<file path="src/rtl/matrix_mult_driver.sv">
// matrix_mult_driver
// Drives a 4x4 matrix-multiplier slave over a zero-wait-state Avalon-MM port.
// One job runs as follows:
//   1. Pulse the slave clear bit.
//   2. Stream N_IN operand words into the slave FIFO, with one idle cycle
//      after every write.
//   3. Write the go bit.
//   4. Poll the control register until done is set, or until TIMEOUT polls
//      have been made.
//   5. Read N_OUT result words and hand them downstream on a valid/ready
//      stream.
//
// Slave register map (mm_address):
//   00  control/status. Write: bit0 clear, bit1 go. Read: bit2 done, bit3 overflow.
//   01  operand FIFO (write only)
//   10  result FIFO (read pops one word)
//
// Ports:
//   clock, reset                      single clock, async active-high reset
//   job_start                         one-cycle job request, honoured only in IDLE
//   in_data/in_valid/in_ready         operand stream (16 A then 16 B, row-major)
//   out_data/out_valid/out_ready      result stream, C11..C44
//   mm_address/mm_writedata/
//   mm_write/mm_read/mm_readdata      Avalon-MM master; readdata valid same cycle
//   busy                              high in every state except IDLE
//   job_done                          one-cycle pulse on successful completion
//   overflow_flag                     slave overflow bit seen on the done poll
//   timeout_err                       sticky poll-timeout flag, cleared by the next job
module matrix_mult_driver #(
    parameter int N_IN    = 32,
    parameter int N_OUT   = 16,
    parameter int TIMEOUT = 1024
) (
    input  logic        clock,
    input  logic        reset,
    input  logic        job_start,
    input  logic [31:0] in_data,
    input  logic        in_valid,
    output logic        in_ready,
    output logic [31:0] out_data,
    output logic        out_valid,
    input  logic        out_ready,
    output logic [1:0]  mm_address,
    output logic [31:0] mm_writedata,
    output logic        mm_write,
    output logic        mm_read,
    input  logic [31:0] mm_readdata,
    output logic        busy,
    output logic        job_done,
    output logic        overflow_flag,
    output logic        timeout_err
);

    // Counters are wide enough to hold their terminal value without wrapping.
    localparam int LW = $clog2(N_IN + 1);
    localparam int DW = $clog2(N_OUT + 1);
    localparam int TW = $clog2(TIMEOUT + 1);

    localparam logic [1:0]  ADDR_CTRL = 2'b00;
    localparam logic [1:0]  ADDR_DATA = 2'b01;
    localparam logic [1:0]  ADDR_RES  = 2'b10;
    localparam logic [31:0] CTRL_CLR  = 32'h0000_0001;
    localparam logic [31:0] CTRL_GO   = 32'h0000_0002;
    localparam logic [31:0] CTRL_NONE = 32'h0000_0000;

    typedef enum logic [3:0] {
        IDLE,
        CLR_SET,
        CLR_REL,
        LOAD_WR,
        LOAD_GAP,
        START,
        POLL,
        DRAIN,
        FINISH
    } state_t;

    state_t        state;
    logic [LW-1:0] load_cnt;
    logic [DW-1:0] drain_cnt;
    logic [TW-1:0] poll_cnt;
    // When set, FINISH is the exit path after a poll timeout. On that path
    // FINISH issues the slave clear write instead of the job_done pulse.
    logic          aborting;

    // ------------------------------------------------------------------
    // Control FSM. All state and the registered status outputs are updated
    // here.
    // ------------------------------------------------------------------
    always_ff @(posedge clock or posedge reset) begin
        if (reset) begin
            state         <= IDLE;
            load_cnt      <= '0;
            drain_cnt     <= '0;
            poll_cnt      <= '0;
            aborting      <= 1'b0;
            out_data      <= '0;
            out_valid     <= 1'b0;
            job_done      <= 1'b0;
            overflow_flag <= 1'b0;
            timeout_err   <= 1'b0;
        end else begin
            job_done <= 1'b0;
            case (state)
                IDLE: begin
                    if (job_start) begin
                        state         <= CLR_SET;
                        load_cnt      <= '0;
                        drain_cnt     <= '0;
                        poll_cnt      <= '0;
                        aborting      <= 1'b0;
                        overflow_flag <= 1'b0;
                        timeout_err   <= 1'b0;
                    end
                end
                CLR_SET: state <= CLR_REL;
                CLR_REL: state <= LOAD_WR;
                LOAD_WR: begin
                    // The bus write is issued combinationally in this same
                    // cycle. Here we only account for it.
                    if (in_valid) begin
                        load_cnt <= load_cnt + LW'(1);
                        state    <= LOAD_GAP;
                    end
                end
                LOAD_GAP: begin
                    state <= (load_cnt == LW'(N_IN)) ? START : LOAD_WR;
                end
                START: begin
                    poll_cnt <= '0;
                    state    <= POLL;
                end
                POLL: begin
                    // Done takes priority, including on the final allowed poll.
                    if (mm_readdata[2]) begin
                        overflow_flag <= mm_readdata[3];
                        state         <= DRAIN;
                    end else if (poll_cnt == TW'(TIMEOUT - 1)) begin
                        timeout_err <= 1'b1;
                        aborting    <= 1'b1;
                        state       <= FINISH;
                    end else begin
                        poll_cnt <= poll_cnt + TW'(1);
                    end
                end
                DRAIN: begin
                    // A one-word holding register. A new read is issued only
                    // while the register is empty, so out_data stays put
                    // under backpressure.
                    if (!out_valid) begin
                        out_data  <= mm_readdata;
                        out_valid <= 1'b1;
                    end else if (out_ready) begin
                        out_valid <= 1'b0;
                        drain_cnt <= drain_cnt + DW'(1);
                        if (drain_cnt == DW'(N_OUT - 1)) begin
                            state    <= FINISH;
                            job_done <= 1'b1;
                        end
                    end
                end
                FINISH: begin
                    aborting <= 1'b0;
                    state    <= IDLE;
                end
                default: state <= IDLE;
            endcase
        end
    end

    // ------------------------------------------------------------------
    // Bus and handshake decode. Everything defaults to zero, so mm_address
    // and mm_writedata read as 0 whenever no bus cycle is in progress. Read
    // and write are never issued from the same state.
    // ------------------------------------------------------------------
    always_comb begin
        mm_address   = ADDR_CTRL;
        mm_writedata = CTRL_NONE;
        mm_write     = 1'b0;
        mm_read      = 1'b0;
        in_ready     = 1'b0;
        case (state)
            CLR_SET: begin
                mm_write     = 1'b1;
                mm_writedata = CTRL_CLR;
            end
            CLR_REL: begin
                mm_write     = 1'b1;
                mm_writedata = CTRL_NONE;
            end
            LOAD_WR: begin
                in_ready = 1'b1;
                if (in_valid) begin
                    mm_write     = 1'b1;
                    mm_address   = ADDR_DATA;
                    mm_writedata = in_data;
                end
            end
            START: begin
                mm_write     = 1'b1;
                mm_writedata = CTRL_GO;
            end
            POLL: begin
                mm_read = 1'b1;
            end
            DRAIN: begin
                if (!out_valid) begin
                    mm_read    = 1'b1;
                    mm_address = ADDR_RES;
                end
            end
            FINISH: begin
                if (aborting) begin
                    mm_write     = 1'b1;
                    mm_writedata = CTRL_CLR;
                end
            end
            default: begin
            end
        endcase
    end

    assign busy = (state != IDLE);

endmodule
</file>
<file path="config.mk">
export PLATFORM = sky130hd
export DESIGN_NAME = matrix_mult_driver
export DESIGN_NICKNAME = d
export VERILOG_FILES = /design/src/rtl/matrix_mult_driver.sv
export SDC_FILE = /design/constraint.sdc
export NUM_CORES = 1
export LEC_CHECK = 0
export BUFFER_PORTS_ARGS = -buffer_cell sky130_fd_sc_hd__buf_2
export CAP_MARGIN = 10
export CORE_ASPECT_RATIO = 0.75
export CORE_MARGIN = 4
export CORE_UTILIZATION = 30
export CTS_CLUSTER_DIAMETER = 200
export DETAILED_ROUTE_END_ITERATION = 6
export PLACE_DENSITY = 0.59
export SKIP_CTS_REPAIR_TIMING = 1
export SLEW_MARGIN = 25
export SYNTH_ARGS = -nofsm -noshare
export SYNTH_HDL_FRONTEND = slang
export SYNTH_SLANG_ARGS = --single-unit
</file>
<file path="constraint.sdc">
create_clock -name clock -period 3.6 [get_ports clock]
set_input_delay 0 -clock clock [delete_from_list [all_inputs] [get_ports clock]]
set_output_delay 0 -clock clock [all_outputs]
set_load 0.005 [all_outputs]
</file>
==> run metrics <==
status completed; leading cell type in the layout, fill and taps excluded buf_2; Avg Synthesized Cell Area 10.3 sq um; CP bufs+invs 1; Worst-path clk slew 0.06 ns; commonest non-fill, non-tap cells in the layout buf_2, dfrtp_1, mux2_2, and3_1, dlygate4sd3_1; Post-synth EDFFs 0; PD cells 660 mW/mm^2; area leader, netlist dfrtp_1; Die ar. 0.0128 sq mm; vias in the first global route 2,932; TritonRoute pass-1 iters 4; Final min period 2.55 ns; RSZ-0062 raised after global routing no; GR Overflow Total 0; worst r2r dst out_data[6]; area grow syn2layout 44.2%; synth warn 0; clock root buffer master clkbuf_16; Hold Crit Class in2reg; iteration-0 DRC count of the detailed router 161; Die Wd 129 um; Syn Inst Count 323; maximum vdd drop 0.399 mV; clk sinks 63; H-tree Lvls 3; Most used DFF post-synth dfrtp_1; setup slack, reg-to-reg 1.09 ns; average via count per standard cell 5.03; WL/cell 16.3 um; Mapped Nets 397; I/O pin count 143; crit-path leading delay family simple AND/OR/NAND/NOR gates; Rel. slew slack 0.364; crit path launch type flip-flop; largest net degree at the start of global routing 46; Slew Limit Fails 0; ANT nets after route 0; cell depth of the worst setup path 3; Leak 2.51 nW; # DRC 0; overall power 3.15 mW; critical path cell sequence nand4b_2, nor2_4, buf_2; Hold WS 0.0284 ns; Tot GR Track Use 0.149; Final #Nets 566; critical path class reg2out; Vias 3,186; Synth top area share 0.475; CP Launch Point state[0]; maximum net fanout on the critical path 33; Post-Route WL 10,300 um; Seq/Total Area, Yosys 0.475; Worst setup EP type output pin; initial antenna violation count 0; dpl hpwl 7250 um; max incr delay on CP 0.82 ns; period utilization 0.707; Port Buffers 142; CP arrival 2.55 ns; CTS Buf Count 9; Post-Synthesis Cell Area 0.00332 sq mm; post-route setup TNS 0 ns; global-route wire length before repair 14,900 um; cell depth of the worst flop-to-flop path 3; Critical-path top delay cell nor2_4; Distinct cells, synth 47; critical path endpoint mm_address[1]; Hold Violations, Final 0; max_cap viols 0; clk buf depth 2; Area contributors post-synth dfrtp_1, mux2_2, and3_1; Synth Register Bits 63; highest clock rate 393 MHz; Initial Util 0.315; actual slew at the worst max-slew pin 0.952 ns; Layout Skew 0.00768 ns; FP Rows 32; layout cells sized above 1 0.419; Critical Path RT 3.60 ns; reg-to-reg startpoint state[0]; CTS tree built; Fill cells 1,008; FFs w/ async S/R, synth 1.00; Final Util 0.454; setup violators final 0; Core ar. 0.0105 sq mm; Die Ht 99.1 um; Ant. Diodes 0; GPL Wtd Cong 0.824; latest clock arrival within the worst-skew pair 0.33 ns
how the worst min path moves through the flow:
stage | cells past startpoint | slack, ns | endpoint | start
CTS | 2 | -0.12 | out_data[14] | mm_readdata[14]
detailed placement | 2 | 0.24 | out_data[7] | mm_readdata[7]
floorplan | 1 | 0.12 | mm_writedata[0] | in_data[0]
finish | 2 | 0.03 | out_data[2] | mm_readdata[2]
global placement | 2 | 0.23 | out_data[21] | mm_readdata[21]
global route | 2 | 0.05 | out_data[2] | mm_readdata[2]
worst register-to-register path: cells and delay by family (launching register included):
family	cells	cell delay, ns
AND/OR/NAND/NOR	2	1.20
multiplexers	1	0.44
flip-flops	1	0.76
cell families after synthesis:
logic type / count (synthesis) / share of synthesized area
fa+ha+maj: 5 / 0.0189
mux: 36 / 0.122
compound gates: 54 / 0.112
buf+inv: 34 / 0.0422
flops: 63 / 0.475
xor+xnor: 5 / 0.0132
simple gates: 126 / 0.216
cells in the mapped netlist, drive strengths merged, types with 3 or more instances:
cell / count
a211o: 3
a21boi: 3
a21oi: 8
a31oi: 4
and2: 3
and3: 35
buf: 8
clkbuf: 12
dfrtp: 63
ha: 5
inv: 14
mux2: 35
nand2: 22
nand3: 13
nand4: 4
nor2: 14
nor2b: 4
nor3: 8
nor4: 3
o21ai: 15
o22a: 4
o31ai: 5
or2: 3
or3: 6
or4: 3
xor2: 5
area by class of cell:
class | instances | area [sq um] | area share
Clock buffer | 9 | 225 | 0.0471
Multi-Input combinational cell | 226 | 1620 | 0.339
Clock inverter | 7 | 72.6 | 0.0152
Sequential cell | 63 | 1580 | 0.330
Inverter | 14 | 53.8 | 0.0113
Tap cell | 136 | 170 | 0.0356
Timing Repair Buffer | 178 | 1060 | 0.222
power by group:
group / internal [mW] / switching, mW
Sequential: 0.936 / 0.247
Clock: 0.536 / 0.331
Combinational: 0.581 / 0.523
Total: 2.05 / 1.10
layer usage:
| layer | routed length, um | part of all wire | vias up | track usage |
|---|---|---|---|---|
| li1 | - | - | 1508 | - |
| met4 | 422 | 0.041 | 0 | 0.0743 |
| met2 | 4650 | 0.45 | 163 | 0.231 |
| met3 | 1110 | 0.11 | 20 | 0.0590 |
| met1 | 4130 | 0.40 | 1495 | 0.179 |
| met5 | 0 | 0 | - | 0 |
through the flow:
stage | cell area, sq um | setup slack, ns | std cells
floorplan | 3320 | 1.79 | 323
global placement | 4150 | 1.21 | 584
detailed placement | 4150 | 1.09 | 584
CTS | 4450 | 1.02 | 600
global route | 4780 | 0.885 | 633
finish | 4780 | 1.05 | 633
flip-flops by register name, summed over array words and instances, names as in the netlist:
| name | flops |
|---|---|
| aborting | 1 |
| drain_cnt | 5 |
| job_done | 1 |
| load_cnt | 6 |
| out_data | 32 |
| out_valid | 1 |
| overflow_flag | 1 |
| poll_cnt | 11 |
| state | 4 |
| timeout_err | 1 |
(Power assumes the default switching activity.)
